## src/rtl/axi_arb_pkg.sv

```systemverilog
// Shared types for the two-master AXI3-style write arbiter.
// Bus widths are fixed here; downstream IDs carry one extra bit for the master tag.
package axi_arb_pkg;

    localparam int ID_W   = 4;
    localparam int ADDR_W = 32;
    localparam int DATA_W = 32;
    localparam int STRB_W = DATA_W / 8;

    typedef struct packed {
        logic [ID_W-1:0]   id;
        logic [ADDR_W-1:0] addr;
        logic [3:0]        len;
        logic [2:0]        size;
        logic [1:0]        burst;
        logic [1:0]        lock;
        logic [3:0]        cache;
        logic [2:0]        prot;
        logic [3:0]        qos;
        logic [3:0]        region;
    } aw_t;

    typedef struct packed {
        logic [ID_W:0]     id;
        logic [ADDR_W-1:0] addr;
        logic [3:0]        len;
        logic [2:0]        size;
        logic [1:0]        burst;
        logic [1:0]        lock;
        logic [3:0]        cache;
        logic [2:0]        prot;
        logic [3:0]        qos;
        logic [3:0]        region;
    } awx_t;

    typedef struct packed {
        logic [ID_W-1:0]   id;
        logic [DATA_W-1:0] data;
        logic [STRB_W-1:0] strb;
        logic              last;
    } w_t;

    typedef struct packed {
        logic [ID_W:0]     id;
        logic [DATA_W-1:0] data;
        logic [STRB_W-1:0] strb;
        logic              last;
    } wx_t;

    typedef struct packed {
        logic [ID_W-1:0] id;
        logic [1:0]      resp;
    } b_t;

    typedef struct packed {
        logic [ID_W:0] id;
        logic [1:0]    resp;
    } bx_t;

    typedef enum logic [1:0] {IDLE, ADDR, DATA} state_t;

    function automatic awx_t tag_aw(input logic m, input aw_t a);
        awx_t x;
        x.id     = {m, a.id};
        x.addr   = a.addr;
        x.len    = a.len;
        x.size   = a.size;
        x.burst  = a.burst;
        x.lock   = a.lock;
        x.cache  = a.cache;
        x.prot   = a.prot;
        x.qos    = a.qos;
        x.region = a.region;
        return x;
    endfunction

    function automatic wx_t tag_w(input logic m, input w_t w);
        wx_t x;
        x.id   = {m, w.id};
        x.data = w.data;
        x.strb = w.strb;
        x.last = w.last;
        return x;
    endfunction

endpackage

```

## src/rtl/axi_rr_arb2.sv

```systemverilog
// Two-way round-robin picker; the master not granted last time wins a tie.
module axi_rr_arb2 (
    input  logic       clk,
    input  logic       rst,
    input  logic [1:0] req,
    input  logic       update,
    output logic       sel
);

    logic last_grant;

    always_ff @(posedge clk) begin
        if (rst)
            last_grant <= 1'b1;
        else if (update)
            last_grant <= sel;
    end

    always_comb begin
        sel = (&req) ? ~last_grant : req[1];
    end

endmodule

```

## src/rtl/axi_wr_arbiter.sv

```systemverilog
// Two-master to one-slave AXI3-style write arbiter: serialises whole bursts,
// tags downstream IDs with the master index and routes B back by that tag.
module axi_wr_arbiter
    import axi_arb_pkg::*;
(
    input  logic       aclk,
    input  logic       arst,
    input  logic [1:0] m_awvalid,
    output logic [1:0] m_awready,
    input  aw_t  [1:0] m_aw,
    input  logic [1:0] m_wvalid,
    output logic [1:0] m_wready,
    input  w_t   [1:0] m_w,
    output logic [1:0] m_bvalid,
    input  logic [1:0] m_bready,
    output b_t         m_b,
    output logic       s_awvalid,
    input  logic       s_awready,
    output awx_t       s_aw,
    output logic       s_wvalid,
    input  logic       s_wready,
    output wx_t        s_w,
    input  logic       s_bvalid,
    output logic       s_bready,
    input  bx_t        s_b,
    output logic       grant,
    output logic       busy,
    output logic       len_err
);

    state_t     state;
    awx_t       aw_q;
    logic       grant_q;
    logic [3:0] cnt;
    logic       len_err_q;
    logic       sel;
    logic       aw_hs;
    logic       w_hs;
    logic       k;

    assign aw_hs = !arst && (state == IDLE) && (|m_awvalid);
    assign w_hs  = !arst && (state == DATA) && m_wvalid[grant_q] && s_wready;

    // Fairness state advances at AW acceptance; equivalent to updating at wlast
    // since the next grant decision is only taken back in IDLE.
    axi_rr_arb2 u_rr (
        .clk    (aclk),
        .rst    (arst),
        .req    (m_awvalid),
        .update (aw_hs),
        .sel    (sel)
    );

    always_ff @(posedge aclk) begin
        if (arst) begin
            state     <= IDLE;
            aw_q      <= '0;
            grant_q   <= 1'b0;
            cnt       <= '0;
            len_err_q <= 1'b0;
        end else begin
            len_err_q <= 1'b0;
            case (state)
                IDLE: begin
                    if (aw_hs) begin
                        aw_q    <= tag_aw(sel, m_aw[sel]);
                        grant_q <= sel;
                        cnt     <= '0;
                        state   <= ADDR;
                    end
                end
                ADDR: begin
                    if (s_awready)
                        state <= DATA;
                end
                DATA: begin
                    if (w_hs) begin
                        cnt       <= cnt + 4'd1;
                        len_err_q <= (cnt == aw_q.len) != m_w[grant_q].last;
                        if (m_w[grant_q].last)
                            state <= IDLE;
                    end
                end
                default: state <= IDLE;
            endcase
        end
    end

    always_comb begin
        m_awready = '0;
        m_wready  = '0;
        s_awvalid = 1'b0;
        s_wvalid  = 1'b0;
        if (!arst) begin
            case (state)
                IDLE: if (|m_awvalid) m_awready[sel] = 1'b1;
                ADDR: s_awvalid = 1'b1;
                DATA: begin
                    s_wvalid          = m_wvalid[grant_q];
                    m_wready[grant_q] = s_wready;
                end
                default: ;
            endcase
        end
    end

    assign s_aw    = aw_q;
    assign s_w     = tag_w(grant_q, m_w[grant_q]);
    assign grant   = !arst && grant_q;
    assign busy    = !arst && (state != IDLE);
    assign len_err = !arst && len_err_q;

    // Response path is independent of the burst FSM.
    assign k = s_b.id[ID_W];

    always_comb begin
        m_bvalid = '0;
        if (!arst)
            m_bvalid[k] = s_bvalid;
        s_bready  = !arst && m_bready[k];
        m_b.id    = s_b.id[ID_W-1:0];
        m_b.resp  = s_b.resp;
    end

endmodule

```

## config.mk

```make
export PLATFORM = sky130hd
export DESIGN_NAME = axi_wr_arbiter
export DESIGN_NICKNAME = d
export VERILOG_FILES = /design/src/rtl/axi_arb_pkg.sv /design/src/rtl/axi_rr_arb2.sv /design/src/rtl/axi_wr_arbiter.sv
export SDC_FILE = /design/constraint.sdc
export NUM_CORES = 1
export LEC_CHECK = 0
export ABC_CLOCK_PERIOD_IN_PS = 3300
export BUFFER_PORTS_ARGS = -buffer_cell sky130_fd_sc_hd__buf_2
export CAP_MARGIN = 20
export CORE_AREA = 2 2 135 137
export CTS_BUF_LIST = sky130_fd_sc_hd__clkbuf_16
export CTS_CLUSTER_DIAMETER = 30
export DETAILED_ROUTE_END_ITERATION = 6
export DIE_AREA = 0 0 137 139
export PLACE_DENSITY = 0.58
export SYNTH_ARGS = -nofsm -noshare
export SYNTH_HDL_FRONTEND = slang
export SYNTH_HIERARCHICAL = 1
export SYNTH_SLANG_ARGS = --single-unit
```

## constraint.sdc

```tcl
create_clock -name aclk -period 3.3 [get_ports aclk]
set_input_delay 0.165 -clock aclk [delete_from_list [all_inputs] [get_ports aclk]]
set_output_delay 0.165 -clock aclk [all_outputs]
set_load 0.03 [all_outputs]
```

======== Word-level counts from Yosys, hierarchy flattened ========
Index checks and enable logic that the tools add are counted.
Widths: inputs -> output; s select.
storage, ports and cells
  bits in registers ....................... 72
  latch bits .............................. 0
  memory bits (writable) .................. 0
  bits in read-only memories .............. 0
  bits of input ports ..................... 224
  output and inout bits ................... 123
  memories ................................ 0
cells by class
  $add $sub $neg .......................... 1
  multipliers ............................. 0
  divide/modulo/power cells ............... 0
  order comparisons ....................... 6
  equal/unequal tests ..................... 8
  shift-type cells ........................ 0
  multiplexer cells ....................... 33
  bitwise operators ....................... 5
  reductions and logical operators ........ 22
operator list
  cell                 count
  $mux 62              2
  $mux 41              2
  $mux 2               10
  $logic_and 1x1->1    12
  $mux 1               12
  $mux 4               2
  $ne 2x2->1 const B   4
  $pmux 4 s2           1
  $lt 1x2->1 const B   3
  $pmux 2 s3           1
  $add 4x1->4 const B  1
  $and 2x2->2          2
  $eq 4x4->1           1
  $reduce_and 2->1     2
  $reduce_and 4->1     1
  $reduce_bool 2->1    2
  $demux 1 s1          3
  $ge 1x1->1 const B   3
  $not 1->1            3
  $reduce_and 3->1     1
  $reduce_or 3->1      1
  $eq 2x1->1 const B   1
  $eq 2x2->1 const B   1
  $logic_not 2->1      1
  3 further kinds      3

======== Longest topological paths before layout ========
Gate-level depths: netlist of the first run.
  word-level depth ........................ 9
  depth in mapped cells ................... 7
  depth with buffers taken out ............ 5

======== Hierarchy ========
Netlist of the first run, hierarchy kept.
modules (own cells, without submodules)
  module          times used  cells each  area each (um^2)  seq. area each (um^2)
  axi_wr_arbiter  1           408         3972.6            1401.3
  axi_rr_arb2     1           4           42.5              20.0

======== Worst setup path before layout of the first run ========
No wires, ideal clock.
  kind .................................... register -> output
  start point ............................. register u_rr.last_grant
  end point ............................... output port m_awready[1]
  arrival time ............................ 1667 ps
  slack ................................... 1468 ps
  cell stages (with the launch flop) ...... 5
  cells stage by stage .................... dfxtp_1 > a21boi_1 > buf_4 > buf_2 > nor3b_1
between the ends
  word-level cells in the longest chain between the ends .. 9
  elaborated cells between the ends (all ways) .. 10
RTL lines
  what                                                            RTL line              text
  start: declaration                                              axi_rr_arb2.sv:10     logic last_grant;
  start signal: assignment                                        axi_rr_arb2.sv:16     last_grant <= sel;
  $not 1->1 *                                                     axi_rr_arb2.sv:20     sel = (&req) ? ~last_grant : req[1];
  $mux 1 *                                                        axi_rr_arb2.sv:20
  named net sel                                                   axi_wr_arbiter.sv:36  logic sel;
  $lt 1x2->1 (not written as such) or $ge 1x1->1 (tied branches)  axi_wr_arbiter.sv:96  IDLE: if (|m_awvalid) m_awready[sel] = 1'b1;
  $logic_and 1x1->1 (not written as such)                         axi_wr_arbiter.sv:96
  $mux 1 (not written as such)                                    axi_wr_arbiter.sv:96
  $demux 1 s1 *                                                   axi_wr_arbiter.sv:96
  $mux 2 *                                                        axi_wr_arbiter.sv:96
  $mux 2 *                                                        axi_wr_arbiter.sv:95  case (state)
  $mux 2 *                                                        axi_wr_arbiter.sv:94  if (!arst) begin
  end: declaration                                                axi_wr_arbiter.sv:9   output logic [1:0] m_awready,
The timed path passes the listed nets; every way through them passes the cells marked *.

======== Final worst setup path of the first run ========
  start point ............................. register state[0]
  end point ............................... output port busy
between the ends
  word-level cells in the longest chain between the ends .. 2
RTL lines
  what                      RTL line               text
  start: declaration        axi_wr_arbiter.sv:31   state_t state;
  start signal: assignment  axi_wr_arbiter.sv:56   state <= IDLE;
  start signal: assignment  axi_wr_arbiter.sv:69   state <= ADDR;
  start signal: assignment  axi_wr_arbiter.sv:74   state <= DATA;
  $reduce_bool 2->1         axi_wr_arbiter.sv:110  assign busy = !arst && (state != IDLE);
  $logic_and 1x1->1         axi_wr_arbiter.sv:110
  end: declaration          axi_wr_arbiter.sv:27   output logic busy,
No other way between the ends.

==> metrics list, run 1 <==
* Status: completed
- Die area: 0.0190 mm²
- Element type at the critical path start: flop
- For met2 alone, demand over resource in global routing was 23.2%.
* Final max-slew violation count: 0
- Fraction of the cycle the final worst path needs: 70.1%
* Buffer count from post-CTS setup fixing: 0
* Share of layout cells above drive strength 1: 56.9%
* Post-CTS Hold Buffers: 0
- Final Core Density: 34.8%
- Max-cap violations: 0
* Tightest Pin Transition: 0.766 ns
- Once detail routing completed, the nets flagged for antenna violations numbered 0.
- Most frequent cells in the layout: 334 x sky130_fd_sc_hd__buf_2, 70 x sky130_fd_sc_hd__dfxtp_1, 66 x sky130_fd_sc_hd__a21oi_1
- The H-tree was split into 3 levels.
- The tightest min-delay check is of the in -> reg type.
- Synthesized area: 0.00402 mm²
* Clock tree from TritonCTS: done
- 0 antenna diodes ended up in the layout.
- In this run the worst path has a maximum fanout of 41.
- Layout area overhead: 52.9%
- Mean number of vias per cell: 4.48
* Ports: 347
* Sink count of the clock tree: 71
* Final design area excluding fillers: 0.00614 mm²
* TritonCTS buffer count: 9
* Post-synthesis net count: 637
* PD cells: 528 mW/mm²
* Clock tree skew after final layout: 0.0132 ns
- Met3 usage in global routing: 4.57%
- In this run the vertical extent of the chip is 139 µm.
* DRC violations left: 0
- Port buffering added 334 buffers.
- Clock tree root buffer cell: sky130_fd_sc_hd__clkbuf_16
- The number of antenna violations at the first check in global routing came to 1.
- Share of async-settable or async-resettable flops after synthesis: 0%
- Counting flops with a built-in enable in the synthesized netlist gives 0.
- The via count of the first global-routing pass is 3932.
- Flip-flop and latch count after synthesis: 71
- Count of distinct cell types in the synthesized netlist: 37
* Nets: 939
- Filler Cells Inserted: 1855
- The initialized floorplan defines 49 standard-cell rows.
* Kind of end point of the critical path: primary output
- Setup repair after global routing left no endpoint under its margin.
- The initial utilization of the core area, before any placement, comes to 22.7%.
- Reg clk slew, reported paths: 0.07 ns
* Total track usage: 15.2%
- PostCTS Resize Cnt: 0
* GPL Wtd Cong: 0.822
* Pin count of the biggest net entering global routing: 68
* First-pass GRT wire length: 22200 µm
* Average cell area after synthesis: 9.75 µm²
- Cell types occupying the most area after synthesis: sky130_fd_sc_hd__dfxtp_1 35%, sky130_fd_sc_hd__mux2i_1 16%, sky130_fd_sc_hd__mux2_2 12%
- The die is 137 µm wide.
- Leading register cell type out of synthesis: sky130_fd_sc_hd__dfxtp_1
- Global routing usage on met1: 20.6%
- Detailed placement finished with a half-perimeter wire length of 11600 µm.
- Setup slack on the critical path of the routed design comes to 0.987 ns.
* Sum of negative setup slack: 0 ns
* Post-DP Area: 0.00577 mm²
* Longest Clk Path Bufs: 2
* Setup Viol. Count Final: 0
* Count of final hold-check violations: 0
* Register area share after synthesis: 35.4%
* Synthesized instance count: 412
- Summed over all layers, the global routing overflow is 0.
* Yosys top cell by area: sky130_fd_sc_hd__dfxtp_1
* Most frequent standard cell in the layout excluding fill and tap cells: sky130_fd_sc_hd__buf_2
* Required time reported for the critical path endpoint: 3.13 ns
- Worst VDD drop: 0.243 mV
- Pre-CTS WS: 1.31 ns
- Hold WS: 0.0426 ns
- The detailed router finished its first iteration with 187 violations.
* Area share of the leading cell type in the synthesized netlist: 35.4%
- Vias after detailed routing: 4243
* Critical path type: reg -> out
* Arrival time at the worst endpoint: 2.15 ns
- Number of synthesis warnings: 6
* Static Leakage: 2.95 nW
- The smallest clock period supported by the final layout is computed as 2.31 ns.
- Peak Freq: 0.432 GHz
* Minimum setup slack among reg-to-reg paths: 1.28 ns
- For the worst-skew pair, the clock arrives at the later sink with an insertion delay of 0.34 ns.
* Total wire length: 15100 µm
* Total core area: 0.0177 mm²
- The layer flagged by global routing as most heavily used is met2.
- Measured against its own limit, the worst slew margin works out to 49.0%.
* Routed WL per cell: 15.9 µm
- First-pass iteration count of the detailed router: 4
-- routing by layer --
layer / vias to the layer above / routed length, µm
met4: 2 / 187
met1: 1912 / 6800
li1: 2149 / -
met5: - / 13
met3: 17 / 1130
met2: 163 / 6950
-- stage by stage --
stage | cells | total power (W)
final | 948 | 0.00324
after detailed placement | 932 | 0.00206
after floorplan | 412 | 0.00172
after CTS | 948 | 0.00329
after global placement | 932 | 0.00205
after global routing | 948 | 0.00341
-- critical path, stage by stage, from the launching register on --
cell,delay [ns]
sky130_fd_sc_hd__dfxtp_1,0.40
sky130_fd_sc_hd__nor2_4,0.59
sky130_fd_sc_hd__buf_4,0.51
sky130_fd_sc_hd__nor2_1,0.07
sky130_fd_sc_hd__buf_2,0.19
-- cells by family (layout without fill, tap and decap cells) --
group,count (synthesis),after routing,synth area share (%)
simple gates,35,35,5.33
xor+xnor,4,4,0.872
buf+inv,55,362,7.79
flops,71,71,35.4
fa+ha+maj,1,1,0.312
compound gates,137,137,21.7
mux,109,109,28.6
-- synth_stat cells, types with 2 or more instances --
cell type,n
sky130_fd_sc_hd__mux2_2,43
sky130_fd_sc_hd__nand3b_1,2
sky130_fd_sc_hd__buf_4,18
sky130_fd_sc_hd__a211oi_1,64
sky130_fd_sc_hd__nor2b_1,3
sky130_fd_sc_hd__nor4_1,2
sky130_fd_sc_hd__xor2_1,4
sky130_fd_sc_hd__inv_1,4
sky130_fd_sc_hd__mux2i_1,65
sky130_fd_sc_hd__a21oi_1,66
sky130_fd_sc_hd__nor3_1,2
sky130_fd_sc_hd__buf_6,2
sky130_fd_sc_hd__nor2_4,2
sky130_fd_sc_hd__nor2_1,7
sky130_fd_sc_hd__clkbuf_1,12
sky130_fd_sc_hd__buf_2,18
sky130_fd_sc_hd__nor3b_1,3
sky130_fd_sc_hd__dfxtp_1,71
sky130_fd_sc_hd__nand3_1,6
-- power by group --
group          total, W  switching (W)  internal, W
logic           0.00101       0.000635     0.000379
registers       0.00102      0.0000614     0.000957
clock network   0.00121       0.000391     0.000819
-- sequential cells by signal, indices dropped and copies added (netlist names) --
name,cells
s_aw,63
u_rr/last_grant,1
state,2
len_err_q,1
cnt,4
-- layout make-up --
| class | count | area [µm²] | area share (%) |
|---|---|---|---|
| inverters | 4 | 15.0 | 0.244 |
| clock buffers | 9 | 225 | 3.67 |
| clock inverters | 7 | 143 | 2.32 |
| flip-flops and latches | 71 | 1420 | 23.2 |
| repair buffers | 342 | 1760 | 28.6 |
| well taps | 229 | 287 | 4.67 |
| multi-input cells | 286 | 2290 | 37.3 |
-- worst paths after layout --
check | start | endpoint | cells past startpoint
max | state[0]$_SDFFE_PP0P_ | busy | 4
max reg2reg | state[0]$_SDFFE_PP0P_ | s_aw[16]$_SDFFE_PP0P_ | 4
min reg2reg | s_aw[39]$_SDFFE_PP0P_ | s_aw[39]$_SDFFE_PP0P_ | 2
min | s_awready | state[0]$_SDFFE_PP0P_ | 2
Power figures use the tool's default switching activity.
==> inputs of run 2 (changes only) <==
--- a/config.mk
+++ b/config.mk
@@ -5,15 +5,16 @@
 export SDC_FILE = /design/constraint.sdc
 export NUM_CORES = 1
 export LEC_CHECK = 0
-export ABC_CLOCK_PERIOD_IN_PS = 3300
+export ABC_AREA = 1
+export ABC_CLOCK_PERIOD_IN_PS = 2200
 export BUFFER_PORTS_ARGS = -buffer_cell sky130_fd_sc_hd__buf_2
 export CAP_MARGIN = 20
-export CORE_AREA = 2 2 135 137
+export CORE_AREA = 2 2 134 136
 export CTS_BUF_LIST = sky130_fd_sc_hd__clkbuf_16
 export CTS_CLUSTER_DIAMETER = 30
 export DETAILED_ROUTE_END_ITERATION = 6
-export DIE_AREA = 0 0 137 139
-export PLACE_DENSITY = 0.58
+export DIE_AREA = 0 0 136 138
+export PLACE_DENSITY = 0.56
 export SYNTH_ARGS = -nofsm -noshare
 export SYNTH_HDL_FRONTEND = slang
 export SYNTH_HIERARCHICAL = 1
==> constraint.sdc (replaced) <==
create_clock -name aclk -period 2.2 [get_ports aclk]
set_input_delay 0.11 -clock aclk [delete_from_list [all_inputs] [get_ports aclk]]
set_output_delay 0.11 -clock aclk [all_outputs]
set_load 0.03 [all_outputs]
==> run 2 against run 1 <==
- area after synthesis decreased by 8.2%
- count of clock-buffer cells in the layout is the same
- die area shrank 1.4%
- largest cell class unchanged
- hold slack got worse by 0.015 ns
- first-iteration DRC count is 8.0% lower
- utilization down 1.5 points
- worst setup slack got worse by 0.71 ns
- via count rose by 14%
- clock skew is 0.0048 ns lower
==> metrics list, run 2 <==
* DRC violations left: 0
- Ranking of synthesized cells by instance count: 333 x sky130_fd_sc_hd__nand2_1, 71 x sky130_fd_sc_hd__dfxtp_1, 62 x sky130_fd_sc_hd__a31oi_1, 20 x sky130_fd_sc_hd__inv_1
- Post-route ant nets: 0
- 347 I/O pins were placed.
- Longest Clk Path Bufs: 2
- The layout has 1950 filler cells.
- PostCTS Resize Cnt: 0
- Sequential cells burn 26.3% of the power.
- STA classifies the critical path startpoint as an input pin.
- After routing the design area is 0.00584 mm².
- In this run the tool buffered the top-level ports with 334 buffer cells.
- The H-tree generated during clock tree synthesis spans 3 levels.
- Average cell area after synthesis: 6.32 µm²
- Share of async-settable or async-resettable flops after synthesis: 0%
* Nets: 1120
- Layout area overhead: 58.4%
* Critical path type: in -> out
* PD cells: 1050 mW/mm²
* Peak Freq: 0.520 GHz
- Reg-to-reg endpoint: s_aw[29]$_SDFFE_PP0P_
- Top fanout value on the critical path: 56
- Part of the total power dissipated in combinational logic: 47.5%
* Cell repeated most along the worst path: sky130_fd_sc_hd__buf_2
- TritonCTS built the clock tree.
- Starting utilization of the core area: 21.0%
* Power dissipated by switching net loads: 0.00280 W
- The worst path in the final design needs a cycle of 1.92 ns, including I/O delays and setup.
- Counting both buffers and inverters, the worst setup path holds a total of 5.
- Dividing the detail-routed wire length by the instance count gives 13.9 µm.
* GPL Wtd Cong: 0.830
- Yosys mapped the design onto 21 distinct sky130hd cell types.
* Total wire length: 15700 µm
- The die covers 0.0188 mm².
- For the worst setup path, the data required time is 2.09 ns.
- Relative contribution of the clock network to total power: 26.2%
* Highest-delay cell along the critical path: sky130_fd_sc_hd__dlygate4sd3_1
* Reg clk slew, reported paths: 0.06 ns
- Cell with the most instances after synthesis: sky130_fd_sc_hd__nand2_1
- Clk_lat worst skew: 0.34 ns
- The worst register-to-register path begins at u_rr/last_grant$_SDFFE_PP1P_.
- The via count of the first global-routing pass came to 4491.
- Clock skew on the completed layout was measured at 0.00840 ns.
- Measured against its own limit, the worst slew margin works out to 63.7%.
* Share of layout cells above drive strength 1: 40.7%
- Buffers inserted during clock tree synthesis total 9.
* Most frequent standard cell in the layout excluding fill and tap cells: sky130_fd_sc_hd__buf_2
- The startpoint identified for the worst hold timing path is m_aw[6].
* Max-cap violations: 0
* Tightest Pin Transition: 0.544 ns
* Pin count of the biggest net entering global routing: 57
- Worst reg-to-reg path cell count: 7
- Total track usage: 16.0%
- Detailed placement finished with a half-perimeter wire length of 12200 µm.
- Vias after detailed routing: 4835
- Hold-critical path depth: 3
- Setup repair after global routing left no endpoint under its margin.
- Number of enable-type register cells in the synthesized netlist: 0
- Floorplan die height: 138 µm
* Max FFs per register: 63
* Net switching share of the total power: 45.8%
* Count of final hold-check violations: 0
- The clock drives 71 sinks.
* Setup Viol. Count Final: 0
- Summed over all failing endpoints, the final setup total negative slack is 0 ns.
- The critical path goes through dlygate4sd3_1 -> buf_2 -> inv_1 -> nand2_4 -> nor2_8 -> buf_12 -> buf_2.
- The worst hold path terminates at s_aw[6]$_SDFFE_PP0P_.
- Internal power contribution: 0.00330 W
- Final max-slew violation count: 0
- Arrival time at the worst endpoint: 1.81 ns
- Among all flip-flop cells after synthesis, the most frequent one is sky130_fd_sc_hd__dfxtp_1.
* Initial antenna violation count: 1
- Worst VDD drop: 0.511 mV
- The tree is rooted in a sky130_fd_sc_hd__clkbuf_16.
* Number of placed instances, taps included: 1112
- Total number of placement rows: 49
- Synthesis produced 583 cells.
- On the worst path, the slowest cell contributes a delay of 0.53 ns.
* Cell types occupying the most area after synthesis: sky130_fd_sc_hd__dfxtp_1 39%, sky130_fd_sc_hd__nand2_1 34%, sky130_fd_sc_hd__a31oi_1 11%
- The number of nets handed over by synthesis was 808.
- Mean number of vias per cell: 4.28
* Status: completed
- The cell area that synthesis handed to floorplanning was 0.00368 mm².
- In this run, the number of DRC markers left after iteration 0 of detailed routing was 172.
- The library cells used most frequently in the layout, excluding fill and tap cells, are 334 x sky130_fd_sc_hd__buf_2, 333 x sky130_fd_sc_hd__nand2_1, 71 x sky130_fd_sc_hd__dfxtp_1.
* Number of standard cells in the layout, taps in and fillers out: 1130
* GRT Residual Overflow: 0
- Minimum setup slack among reg-to-reg paths: 0.64 ns
* Total core area: 0.0175 mm²
- Path type of the worst min-delay path: in -> reg
- Static Leakage: 3.09 nW
- Number of synthesis warnings: 6
* Kind of end point of the critical path: primary output
- Cell family with the largest share of critical-path delay: buffers and inverters
- Measured on the finished design, the core utilization comes to 33.3%.
* First-pass GRT wire length: 23200 µm
- Yosys top cell by area: sky130_fd_sc_hd__dfxtp_1
- X dimension of the die: 136 µm
- Post-DP Area: 0.00550 mm²
- Register area share after synthesis: 38.6%
- Flip-flop and latch count after synthesis: 71
- The share of synthesized area in the top cell type comes to 38.6%.
- First-pass iteration count of the detailed router: 4
- After layout, the worst path uses 87.4% of the clock period.
==> run 2: changes by cell type in the layout (fill, tap and decap cells not counted), moves of 8 or more <==
cell,change
sky130_fd_sc_hd__nand2_1,+332
sky130_fd_sc_hd__mux2_2,-43
sky130_fd_sc_hd__a211oi_1,-64
sky130_fd_sc_hd__a31oi_1,+62
sky130_fd_sc_hd__nor2_1,+8
sky130_fd_sc_hd__a21oi_1,-57
sky130_fd_sc_hd__mux2i_1,-65
sky130_fd_sc_hd__inv_1,+16
==> run 2: cell families after synthesis <==
family	after synthesis	synth area share [%]
XOR/XNOR	4	0.951
buffers and inverters	67	8.86
AO/OA/AOI/OAI	74	12.2
flip-flops	71	38.6
AND/OR/NAND/NOR	366	39.0
adder cells (fa/ha/maj)	1	0.340
==> run 2: metrics by stage <==
step	worst slack (ns)	total power, W	hold slack, ns
after floorplan	0.722	0.00360	0.198
after global placement	0.610	0.00458	0.220
after detailed placement	0.596	0.00457	0.220
after CTS	0.243	0.00620	0.00723
after global routing	0.132	0.00647	0.0206
final	0.278	0.00610	0.0275
==> run 2: area by class of cell <==
type / instances / area [µm²] / area share (%)
clock buffer: 9 / 225 / 3.86
multi-input combinational: 445 / 1940 / 33.2
inverter: 23 / 86.3 / 1.48
clock inverter: 7 / 95.1 / 1.63
timing repair buffer: 345 / 1780 / 30.5
antenna: 1 / 2.50 / 0.0429
tap: 229 / 287 / 4.91
sequential: 71 / 1420 / 24.4
==> run 2: timing repair <==
action	CTS	global route
endpoints found under the hold margin	1	0
setup buffers	0	0
hold buffers	1	0
==> run 2: power groups by stage <==
stage | Combinational [W] | Sequential, W | Clock, W
2_1_floorplan | 0.00168 | 0.00192 | 0
3_3_place_gp | 0.00294 | 0.00164 | 0
3_5_place_dp | 0.00294 | 0.00163 | 0
4_1_cts | 0.00295 | 0.00161 | 0.00165
5_1_grt | 0.00314 | 0.00163 | 0.00170
6_report | 0.00290 | 0.00160 | 0.00160
==> run 2: worst min-delay path: cells and delay by family <==
family,cells,cell delay (ns)
buffers and inverters,1,0.09
AOI/OAI and AO/OA,1,0.06
and+or+nand+nor,1,0.05
==> run 2: worst max path at each step <==
stage / start / endpoint / slack (ns) / cells after the start
6_report: arst / m_awready[0] / 0.28 / 7
5_1_grt: state[0]$_SDFFE_PP0P_ / m_awready[0] / 0.13 / 7
4_1_cts: state[0]$_SDFFE_PP0P_ / m_awready[0] / 0.24 / 7
3_5_place_dp: u_rr/last_grant$_SDFFE_PP1P_ / s_aw[29]$_SDFFE_PP0P_ / 0.60 / 7
3_3_place_gp: u_rr/last_grant$_SDFFE_PP1P_ / s_aw[29]$_SDFFE_PP0P_ / 0.61 / 7
2_1_floorplan: s_aw[62]$_SDFFE_PP0P_ / cnt[1]$_SDFFE_PP0P_ / 0.72 / 8
==> run 2: per-layer routing <==
layer | global-route usage, % | part of all wire (%)
met5 | 0 | 0
met4 | 7.13 | 3.0
met3 | 4.14 | 8.0
met2 | 28.7 | 50
met1 | 17.4 | 39
==> inputs of run 3 (changes only) <==
--- a/config.mk
+++ b/config.mk
@@ -5,16 +5,15 @@
 export SDC_FILE = /design/constraint.sdc
 export NUM_CORES = 1
 export LEC_CHECK = 0
-export ABC_AREA = 1
 export ABC_CLOCK_PERIOD_IN_PS = 2200
 export BUFFER_PORTS_ARGS = -buffer_cell sky130_fd_sc_hd__buf_2
 export CAP_MARGIN = 20
-export CORE_AREA = 2 2 134 136
+export CORE_AREA = 2 2 136 138
 export CTS_BUF_LIST = sky130_fd_sc_hd__clkbuf_16
 export CTS_CLUSTER_DIAMETER = 30
 export DETAILED_ROUTE_END_ITERATION = 6
-export DIE_AREA = 0 0 136 138
-export PLACE_DENSITY = 0.56
+export DIE_AREA = 0 0 138 140
+export PLACE_DENSITY = 0.57
 export SYNTH_ARGS = -nofsm -noshare
 export SYNTH_HDL_FRONTEND = slang
 export SYNTH_HIERARCHICAL = 1
==> constraint.sdc (replaced) <==
create_clock -name aclk -period 2.2 [get_ports aclk]
set_input_delay 0.22 -clock aclk [delete_from_list [all_inputs] [get_ports aclk]]
set_output_delay 0.22 -clock aclk [all_outputs]
set_load 0.03 [all_outputs]
==> run 3 against run 2 <==
- sequential power fell by 5%
- clock skew down 0.0016 ns
- utilization rose by 1.8 points
- hold slack improved by 0.085 ns
- power down 22%
- critical endpoint is now s_w[3]
==> metrics list, run 3 (synthesized netlist as in run 1, its figures left out) <==
- After detailed routing, the number of vias per cell comes to 4.44.
* Total wire length: 15000 µm
- Cells fill 35.0% of the core in the end.
* Antenna Cells: 0
* Kind of end point of the critical path: primary output
* Unrepaired setup endpoints after global routing: false
* Peak Freq: 0.508 GHz
- Measured in cells, the most critical reg-to-reg path has a length of 5.
- In this run the post-CTS setup repair buffer count came out at 0.
- Leaving out fill and tap cells, the most frequent cell in the layout is sky130_fd_sc_hd__buf_2.
* Max-cap violations: 0
- Count of final hold-check violations: 0
- DRC violations left: 0
- Power spread over the standard cell area amounts to 765 mW/mm².
- Post-route ant nets: 0
- After layout, the design draws a total of 0.00476 W.
- Post-DP Area: 0.00588 mm²
* Total number of placement rows: 49
- Ports: 347
- The critical path runs through a total of 3 cells.
* Number of buffers and inverters on the critical path: 2
- Dividing the final minimum period by the clock period gives 89.5%.
- Die area: 0.0193 mm²
- In this run the worst setup path begins at s_aw[62]$_SDFFE_PP0P_.
* Arrival time at the worst endpoint: 1.75 ns
* Number of global-route vias before repair: 4101
- Total core area: 0.0178 mm²
- GPL Wtd Cong: 0.824
- Hold WS: 0.112 ns
- HPWL after detailed placement: 11900 µm
* GRT Residual Overflow: 0
- Port-buffer cells: 334
- Counting I/O delays and the setup requirement, the final critical path takes 1.97 ns.
- Clock-pin slew was measured on the worst setup and hold paths at 0.06 ns.
* Minimum setup slack among reg-to-reg paths: 0.59 ns
* Vias after detailed routing: 4249
- First-pass GRT wire length: 23000 µm
* Longest individual stage delay on the worst path: 0.55 ns
* Share of layout cells above drive strength 1: 57.4%
- Clock tree from TritonCTS: done
- Iteration-0 DRC Markers: 179
- Longest Clk Path Bufs: 2
* Sum of negative setup slack: 0 ns
- Summing all non-filler instances in the final layout gives an area of 0.00623 mm².
- TritonCTS buffer count: 9
- The register with the most flip-flops in the layout has 63 of them.
- The later pin in the worst-skew pair is clocked with a latency of 0.33 ns.
- The number of hold buffers added after CTS was 0.
- Worst reg2reg path startpoint: state[0]$_SDFFE_PP0P_
- Compared with the post-synthesis result, the final layout area differs by 55.1%.
- For the final database, setup skew stands at 0.00682 ns.
* First-pass iteration count of the detailed router: 4
- X dimension of the die: 138 µm
* Highest-delay cell along the critical path: sky130_fd_sc_hd__dfxtp_2
- The final number of max-transition violations came to 0.
- CTS placed an instance of sky130_fd_sc_hd__clkbuf_16 at the clock tree root.
- Reg-to-reg endpoint: u_rr/last_grant$_SDFFE_PP1P_
- Required time reported for the critical path endpoint: 1.98 ns
* Routed WL per cell: 15.7 µm
* Sink count of the clock tree: 71
- STA classifies the critical path startpoint as a flop.
- The min-delay analysis places its worst path in the category in -> reg.
* Pin count of the biggest net entering global routing: 55
- Most frequent cells in the layout: 334 x sky130_fd_sc_hd__buf_2, 70 x sky130_fd_sc_hd__dfxtp_1, 66 x sky130_fd_sc_hd__a21oi_1
* PostCTS Resize Cnt: 0
* Starting utilization of the core area: 22.6%
- Critical path type: reg -> out
- Nets: 947
* Status: completed
* Tightest Pin Transition: 0.609 ns
* Setup Viol. Count Final: 0
* Critical-path cell list: buf_12 -> mux2_2 -> buf_2
- Cell family with the largest share of critical-path delay: flip-flops
- Top fanout value on the critical path: 35
* Timing endpoint of the critical path: s_w[3]
* Max-slew headroom at the worst pin: 59.4%
- The clock tree synthesis step divided the H-tree into 3 levels.
- Initial antenna violation count: 0
* Total track usage: 14.9%
- VDD sags by at most 0.404 mV.
- Start point of the worst min-delay path: s_awready
- Static Leakage: 2.99 nW
- Filler Cells Inserted: 1885
- Floorplan die height: 140 µm
-- run 3: worst register-to-register path, stage by stage (launching register included) --
cell	delay, ns
sky130_fd_sc_hd__dfxtp_1	0.40
sky130_fd_sc_hd__nor2_4	0.32
sky130_fd_sc_hd__nand2_1	0.20
sky130_fd_sc_hd__nor2_1	0.23
sky130_fd_sc_hd__nor2b_1	0.08
sky130_fd_sc_hd__a211o_1	0.27
-- run 3: final cells by class --
cell class,count,area [µm²],area share [%]
Tap cell,229,287,4.60
Inverter,4,15.0,0.241
Clock inverter,7,120,1.93
Timing Repair Buffer,350,1870,30.0
Clock buffer,9,225,3.62
Multi-Input combinational cell,286,2290,36.8
Sequential cell,71,1420,22.8
-- run 3: worst min-delay path by stage --
| stage | cells after the start | endpoint | slack (ns) |
|---|---|---|---|
| after global routing | 2 | cnt[0]$_SDFFE_PP0P_ | 0.12 |
| after detailed placement | 0 | m_b[1] | 0.44 |
| final | 2 | state[0]$_SDFFE_PP0P_ | 0.11 |
| after CTS | 2 | state[0]$_SDFFE_PP0P_ | 0.09 |
| after floorplan | 1 | u_rr/last_grant$_SDFFE_PP1P_ | 0.31 |
| after global placement | 0 | m_b[1] | 0.44 |
-- run 3: report_power, final --
group | total, W | switching, W | internal [W]
Clock | 0.00169 | 0.000577 | 0.00111
Sequential | 0.00152 | 0.0000873 | 0.00144
Combinational | 0.00155 | 0.000956 | 0.000598
-- run 3: metal layers --
| metal | share of wire [%] | GRT usage [%] | wire, µm | vias up |
|---|---|---|---|---|
| li1 | - | - | - | 2169 |
| met1 | 48 | 21.0 | 7210 | 1912 |
| met2 | 45 | 22.6 | 6760 | 156 |
| met3 | 5.7 | 3.66 | 852 | 12 |
| met4 | 1.1 | 3.92 | 165 | 0 |
| met5 | 0 | 0 | 0 | - |
-- run 3: stage by stage --
step                      cells  worst slack (ns)
after floorplan             412             0.313
after global placement      940             0.542
after detailed placement    940             0.550
after CTS                   956             0.192
after global routing        956            0.0669
final                       956             0.230
